`src/rtl/fifo4bytes_ctrl_pkg.sv`:
```
// Shared types and parameter limits for the fifo4bytes controller.
package fifo4bytes_ctrl_pkg;

    localparam int NREQ_MIN = 2;
    localparam int NREQ_MAX = 8;

    typedef enum logic [1:0] {
        W_IDLE  = 2'd0,
        W_PULSE = 2'd1,
        W_GAP   = 2'd2
    } wr_state_t;

    typedef enum logic [1:0] {
        R_IDLE = 2'd0,
        R_CAPT = 2'd1,
        R_HOLD = 2'd2
    } rd_state_t;

    function automatic bit nreq_ok(input int n);
        return (n >= NREQ_MIN) && (n <= NREQ_MAX);
    endfunction

endpackage

```
`src/rtl/fifo4bytes_ctrl_rr_pick.sv`:
```
// Round-robin priority select: first set request at or after the pointer, wrapping to 0.
// Latency: purely combinational.
// Backpressure: none; o_any low when no request is set.
module rr_pick #(
    parameter int NREQ = 4
) (
    input  logic [NREQ-1:0]         i_req,
    input  logic [$clog2(NREQ)-1:0] i_ptr,
    output logic                    o_any,
    output logic [$clog2(NREQ)-1:0] o_idx
);

    localparam int PW = $clog2(NREQ);

    int w_j;

    // Scan from farthest to nearest so the closest request to the pointer wins.
    always_comb begin
        o_any = 1'b0;
        o_idx = '0;
        w_j   = 0;
        for (int k = NREQ - 1; k >= 0; k--) begin
            w_j = int'(i_ptr) + k;
            if (w_j >= NREQ) begin
                w_j = w_j - NREQ;
            end
            if (i_req[w_j]) begin
                o_any = 1'b1;
                o_idx = PW'(w_j);
            end
        end
    end

endmodule

```
`src/rtl/fifo4bytes_ctrl.sv`:
```
// Arbitrates NREQ byte producers onto one fifo4bytes write port and sequences its read port.
// Latency: grant/write pulse one cycle after request seen; rd_valid two cycles after !fifo_empty.
// Backpressure: no grant while fifo_full; rd_valid held until rd_ready, no new read meanwhile.
module fifo4bytes_ctrl
    import fifo4bytes_ctrl_pkg::*;
#(
    parameter int NREQ = 4,
    parameter int DW   = 8
) (
    input  logic                    clk,
    input  logic                    rst,
    input  logic [NREQ-1:0]         req,
    input  logic [NREQ*DW-1:0]      req_data,
    output logic [NREQ-1:0]         gnt,
    input  logic                    rd_ready,
    output logic                    rd_valid,
    output logic [DW-1:0]           rd_data,
    output logic                    fifo_write,
    output logic [DW-1:0]           fifo_wdata,
    output logic                    fifo_read,
    input  logic [DW-1:0]           fifo_rdata,
    input  logic                    fifo_empty,
    input  logic                    fifo_full,
    output logic [$clog2(NREQ)-1:0] last_gnt
);

    localparam int PW = $clog2(NREQ);

    if (!nreq_ok(NREQ)) begin : g_bad_nreq
        $error("fifo4bytes_ctrl: NREQ out of range");
    end

    wr_state_t       r_wr_state;
    rd_state_t       r_rd_state;
    logic [PW-1:0]   r_ptr;
    logic [NREQ-1:0] r_gnt;
    logic [PW-1:0]   r_last_gnt;
    logic            r_fifo_write;
    logic [DW-1:0]   r_fifo_wdata;
    logic            r_fifo_read;
    logic            r_rd_valid;
    logic [DW-1:0]   r_rd_data;
    logic            w_any;
    logic [PW-1:0]   w_idx;

    rr_pick #(.NREQ(NREQ)) u_rr_pick (
        .i_req (req),
        .i_ptr (r_ptr),
        .o_any (w_any),
        .o_idx (w_idx)
    );

    assign gnt        = r_gnt;
    assign last_gnt   = r_last_gnt;
    assign fifo_write = r_fifo_write;
    assign fifo_wdata = r_fifo_wdata;
    assign fifo_read  = r_fifo_read;
    assign rd_valid   = r_rd_valid;
    assign rd_data    = r_rd_data;

    // W_GAP gives the fifo one cycle to update full before the next decision.
    always_ff @(posedge clk) begin
        if (rst) begin
            r_wr_state   <= W_IDLE;
            r_ptr        <= '0;
            r_gnt        <= '0;
            r_last_gnt   <= '0;
            r_fifo_write <= 1'b0;
            r_fifo_wdata <= '0;
        end else begin
            case (r_wr_state)
                W_IDLE: begin
                    if (w_any && !fifo_full) begin
                        r_fifo_write <= 1'b1;
                        r_fifo_wdata <= req_data[int'(w_idx)*DW +: DW];
                        r_gnt        <= NREQ'(1) << w_idx;
                        r_last_gnt   <= w_idx;
                        r_ptr        <= (w_idx == PW'(NREQ - 1)) ? '0 : w_idx + PW'(1);
                        r_wr_state   <= W_PULSE;
                    end
                end
                W_PULSE: begin
                    r_fifo_write <= 1'b0;
                    r_gnt        <= '0;
                    r_wr_state   <= W_GAP;
                end
                W_GAP: begin
                    r_wr_state <= W_IDLE;
                end
                default: begin
                    r_wr_state <= W_IDLE;
                end
            endcase
        end
    end

    // fifo_rdata is show-ahead, so the head byte is captured on the same edge that pops it.
    always_ff @(posedge clk) begin
        if (rst) begin
            r_rd_state  <= R_IDLE;
            r_fifo_read <= 1'b0;
            r_rd_valid  <= 1'b0;
            r_rd_data   <= '0;
        end else begin
            case (r_rd_state)
                R_IDLE: begin
                    if (!fifo_empty && !r_rd_valid) begin
                        r_fifo_read <= 1'b1;
                        r_rd_state  <= R_CAPT;
                    end
                end
                R_CAPT: begin
                    r_fifo_read <= 1'b0;
                    r_rd_data   <= fifo_rdata;
                    r_rd_valid  <= 1'b1;
                    r_rd_state  <= R_HOLD;
                end
                R_HOLD: begin
                    if (rd_ready) begin
                        r_rd_valid <= 1'b0;
                        r_rd_state <= R_IDLE;
                    end
                end
                default: begin
                    r_rd_state <= R_IDLE;
                end
            endcase
        end
    end

endmodule

```
`config.mk`:
```
export PLATFORM = sky130hd
export DESIGN_NAME = fifo4bytes_ctrl
export DESIGN_NICKNAME = d
export VERILOG_FILES = /design/src/rtl/fifo4bytes_ctrl_pkg.sv /design/src/rtl/fifo4bytes_ctrl_rr_pick.sv /design/src/rtl/fifo4bytes_ctrl.sv
export SDC_FILE = /design/constraint.sdc
export NUM_CORES = 1
export LEC_CHECK = 0
export CAP_MARGIN = 20
export CORE_MARGIN = 1.5
export CORE_UTILIZATION = 35
export DETAILED_ROUTE_END_ITERATION = 10
export GPL_TIMING_DRIVEN = 0
export PLACE_DENSITY_LB_ADDON = 0.1
export SLEW_MARGIN = 40
export SYNTH_ARGS = -nofsm -noshare
export SYNTH_HDL_FRONTEND = slang
export SYNTH_SLANG_ARGS = --single-unit
```
`constraint.sdc`:
```
create_clock -name clk -period 1.6 [get_ports clk]
set_input_delay 0.16 -clock clk [delete_from_list [all_inputs] [get_ports clk]]
set_output_delay 0.16 -clock clk [all_outputs]
set_load 0.02 [all_outputs]
```
# --- Yosys cells after proc, flatten, opt, wreduce, memory -nomap -nowiden ---
# Index checks and enable logic that the tools add are counted.
totals:
  in_bits: 49
  regBits: 31
  output_inout_bits: 25
  elab_cells: 88
classes:
  muxes: 38
  n_lt_le_gt_ge: 8
  n_reduce_logical: 15
  shifts: 2
  n_eq_ne: 7
  n_addsub: 8
op_table:
  columns: ["cell", "n"]
  rows:
  - ["less-than comparator 32 x 4 -> 1 bit, second input constant", 4]
  - ["two-way mux 32 bit", 4]
  - [">= comparator 32 x 4 -> 1 bit, second input constant", 3]
  - ["subtractor 32 x 4 -> 32 bit, second input constant", 3]
  - ["indexed part select 32 x 6 -> 8 bit", 1]
  - ["two-way mux 2 bit", 8]
  - ["two-way mux 1 bit", 15]
  - ["AND reduction 2 bit", 5]
  - ["binary-select mux 1 bit (select 2 bit)", 4]
  - ["case mux 4 bit (2 select lines)", 1]
  - ["adder 2 x 2 -> 3 bit, second input constant", 2]
  - ["inequality test 2 bit, second input constant", 3]
  - ["case mux 1 bit (2 select lines)", 3]
  - ["case mux 2 bit (3 select lines)", 1]
  - ["nonzero test 2 bit", 3]
  - ["== test 2 x 1 -> 1 bit, second input constant", 2]
  - ["== test 2 bit, second input constant", 2]
  - ["zero test 2 bit", 2]
  - ["two-way mux 4 bit", 1]
  - ["case mux 2 bit (2 select lines)", 1]
  - ["left shift 1 x 2 -> 4 bit, first input constant", 1]
  - ["subtractor 2 x 3 -> 4 bit, second input constant", 1]
  - ["adder 2 x 1 -> 3 bit, second input constant", 1]
  - [">= comparator 2 x 3 -> 1 bit, second input constant", 1]
  - ["other kinds (3)", 6]

# --- Logic depth before layout (Yosys ltp) ---
depth:
  depth_word: 13
  ltp_mapped: 6
  mapped_depth_nobuf: 5

# --- Hierarchy ---
# From an unflattened synthesis, not the netlist that was laid out.
unflattened:
  hier_cells: 160
  hier_area_um2: 1398.8
by_module_without_submodules:
  columns: ["module", "seq_area_each_um2", "cells_each", "n_inst", "area_each_um2"]
  rows:
  - ["fifo4bytes_ctrl", 620.6, 147, 1, 1321.3]
  - ["rr_pick", 0.0, 13, 1, 77.6]

# --- Worst setup path before layout ---
# OpenSTA, ideal clock, no wires.
synth_timing:
  kind: "register to register"
  start: "register r_wr_state[0]"
  end: "register r_gnt[1] (netlist: gnt[1])"
  stages_incl_launch_ff: 5
  period_less_slack_ps: 1502
  setup_time_ps: 70
  t_arrival_ps: 1432
  path_slack_ps: 98
  n_path_buf: 1
  cell_sequence: "dfxtp_1 > or4_4 > buf_6 > or3_1 > a21oi_1"
synth_via:
  elab_chain_cells: 3
synth_rtl:
  columns: ["element", "line_no", "source"]
  rows:
  - ["start: declaration", "fifo4bytes_ctrl.sv:33", "wr_state_t r_wr_state;"]
  - ["start signal: assignment", "fifo4bytes_ctrl.sv:64", "r_wr_state <= W_IDLE;"]
  - ["start signal: assignment", "fifo4bytes_ctrl.sv:79", "r_wr_state <= W_PULSE;"]
  - ["start signal: assignment", "fifo4bytes_ctrl.sv:85", "r_wr_state <= W_GAP;"]
  - ["== test 2 x 1 -> 1 bit / zero test 2 bit (equally long branches)", "fifo4bytes_ctrl.sv:71", "case (r_wr_state)"]
  - ["nonzero test 2 bit (no line) / inequality test 2 bit (equally long branches)", null, null]
  - ["AND reduction 2 bit (no line)", null, null]
  - ["end signal: assignment", "fifo4bytes_ctrl.sv:76", "r_gnt <= NREQ'(1) << w_idx;"]
  - ["end: declaration", "fifo4bytes_ctrl.sv:36", "logic [NREQ-1:0] r_gnt;"]
# Several ways; a longest one is shown, not always the timed one.
# A chain may end at the register's enable or synchronous reset.

# --- Worst setup path after layout ---
layout_timing:
  start: "register r_wr_state[1]"
  end: "register r_gnt[1] (netlist: gnt[1])"
# Same word-level chain as after synthesis.

==> impl_results.md <==
* Synth Area in XOR/XNOR at 0.632%
* DRT iter0 DRCs at 78
* CTS sink cnt at 31
* Placeable Area at between 3000 and 4000 sq um
* Power Density at 891 nW/um^2
* Outcome: completed
* Yosys warnings at 0
* Max-cap violations at 0
* CP bufs+invs at 1
* Antenna violations before repair at 0
* Routability congestion estimate at 0.798
* Drt wl/cell at 14.2 um
* Syn_nets at 206
* Slowest stage cell on the critical path: or4_4
* Commonest cells in the netlist: dfxtp_1 (31), nand2_1 (23), a21oi_1 (19)
* Hold Fails Final Rpt at 0
* Unrepaired setup endpoints after global routing: no
* Total track usage at 20.0%
* Pins Over Slew Limit at 0
* Nets at between 200 and 300
* Post-synthesis simple-gate area fraction at a little under a quarter
* Pre-CTS setup slack at -0.427 ns
* CP max stage delay at 0.53 ns
* Yosys top cell area share at approximately 45%
* Min cycle time layout at roughly 1.6 ns
* Setup ws final at around 0.032 ns
* Synth Area per Inst at 8.82 sq um
* Synth Cell Area at 1390 sq um
* Ant. Diodes at 0
* DR DRC count at 0
* Die width at ~66 um
* Clock slew at the register clock pins of the worst setup and hold paths at 0.06 ns
* Max Freq at 0.638 GHz
* GRT Residual Overflow at 0
* CTS tree: yes
* Worst-Margin Slew at 0.517 ns
* Final wirelength at 4.12 mm
* Hold WC Path Type: in2reg
* VDD IR max at 0.502 mV
* Clock Skew at between 0.006 and 0.007 ns
* Post-synthesis cell type count at 28
* Worst slew margin at 65.3%
* Vias in the first global route at 1469
* CTS root buf: clkbuf_8
* Setup violators final at 0
* Element type at the critical path start: flip-flop
* Std-Cell Rows at 22
* Required @ worst endpoint at 1.81 ns
* TritonCTS Buffers at 5
* Die area at 4340 sq um
* Critical path capture point type: flip-flop
* Clock latency on the worst-skew pair at 0.28 ns
* Crit-path max FO at 6
* Via density at roughly 5.1
* Syn-to-layout area delta at 74.4%
* IO buf count at 73
* CTS max path bufs at 2
* Area fraction in compound gates after synthesis at between 10% and 20%
* Mux contribution to synthesized area at between 10 and 15%
* First-pass GRT wire length at ~6.6 mm
* Total power at 2150 uW
* Proportion of layout cells with a drive suffix above 1 at between 15 and 20%
* Count leader, synth: dfxtp_1
* Yosys reg bits at 31
* EDFF count, synth at 0
* Hpwl dp at about 3.0 mm
* Static leakage at 0.000947 uW
* CP arrival at 1.78 ns
* Htree depth at 2
* Hold-fix buffers, CTS at 0
* Sequential fraction of the synthesis area at approximately 45%
* Mapped Cells at about 160
* Num ports at 74
* Initial Util at 37.0%
* Die Span Y at 65.9 um
* Crit Path Class: reg2reg
* Cell Chain, Critical Path: or4_4, buf_6, or3_4, a21oi_2
* Area leader, netlist: dfxtp_1
* Fraction of the mapped netlist area in adder cells at 0%
* Via count at approximately 1500
* Main combinational cell family by area after synthesis: simple AND/OR/NAND/NOR gates
* Top Family by Delay on Critical Path: simple AND/OR/NAND/NOR gates
* Largest net degree at the start of global routing at 11
* Synth Flop Type: dfxtp_1
* Final period util at 98.0%
* Ranking of synthesized cells by area: dfxtp_1 (45%), mux2i_1 (12%), a21oi_1 (6.9%)
* Antenna-violating nets left at 0
* DRT Pass-1 Iters at 4
* FFs w/ async S/R, synth at 0%
-- path summary, 6_finish.rpt --
| path | startpoint | slack [ns] | cells after the start | to |
|---|---|---|---|---|
| worst max-delay path | r_wr_state[1] | 0.03 | 4 | gnt[1] |
| worst min-delay path | fifo_full | 0.27 | 3 | r_wr_state[0] |
| worst max register to register | r_wr_state[1] | 0.03 | 4 | gnt[1] |
| worst min register to register | rd_data[5] | 0.46 | 2 | rd_data[5] |
-- registers in the layout, summed over array words and instances (netlist names) --
register    cells
fifo_read       1
fifo_wdata      8
fifo_write      1
gnt             4
last_gnt        2
r_ptr           2
r_rd_state      2
r_wr_state      2
rd_data         8
rd_valid        1
-- tightest hold or removal path: cells and delay by family --
kind	cells	cell delay, ns
buffers and inverters	1	0.14
AND/OR/NAND/NOR	2	0.22
-- metrics by stage --
stage,std cells,TNS (ns),hold WS (ns),instance area (sq um),util [%]
2_1_floorplan,157,0,0.254,1390,-
3_3_place_gp,278,-5.21,0.443,2180,58.1
3_5_place_dp,278,-6.31,0.446,2180,58.1
4_1_cts,288,0,0.428,2300,61.5
5_1_grt,291,0,0.286,2420,64.5
6_report,291,0,0.274,2420,64.5
-- placed cells by master (no fill, tap or decap), types with 4 or more instances in the layout --
cell type,synthesis,routed
a21oi_1,19,16
clkbuf_1,5,4
nand2_1,23,21
dfxtp_2,0,4
nor2_1,9,8
inv_1,4,4
nand3b_1,8,8
mux2i_1,16,15
clkbuf_8,0,6
clkdlybuf4s50_1,0,68
buf_4,1,6
dlygate4sd2_1,0,4
nand3_1,6,6
dfxtp_1,31,27
o221ai_1,8,8
-- routing by layer --
layer  part of all wire, %  vias to the layer above  track usage, %
met1                    41                      701            23.7
li1                      -                      737               -
met2                    51                       47            33.6
met4                   2.9                        0            10.4
met5                     0                        -               0
met3                   4.6                       13            4.43
-- area by class of cell --
type                            instances  area, sq um
Inverter                                4         15.0
Sequential cell                        31          626
Buffer                                  9         68.8
Multi-Input combinational cell        113          768
Fill cell                             312         1330
Clock inverter                          1         5.00
Clock buffer                            6         82.6
Timing Repair Buffer                   79          791
Tap cell                               48         60.1
-- power breakdown --
| part | switching, uW | internal [uW] |
|---|---|---|
| Clock | 277 | 337 |
| Sequential | 42.0 | 838 |
| Combinational | 289 | 370 |
| Total | 608 | 1550 |
-- logic make-up after synthesis --
kind of cell	after synthesis
flops	31
buf+inv	13
xor+xnor	1
simple gates	64
mux	16
compound gates	32
-- repair_timing --
action	in CTS	in global routing
endpoints found under the setup margin	13	12
pin swaps	1	6
buffers inserted	3	2
cloned	0	1
resized for setup	10	22
(Power assumes the default switching activity.)
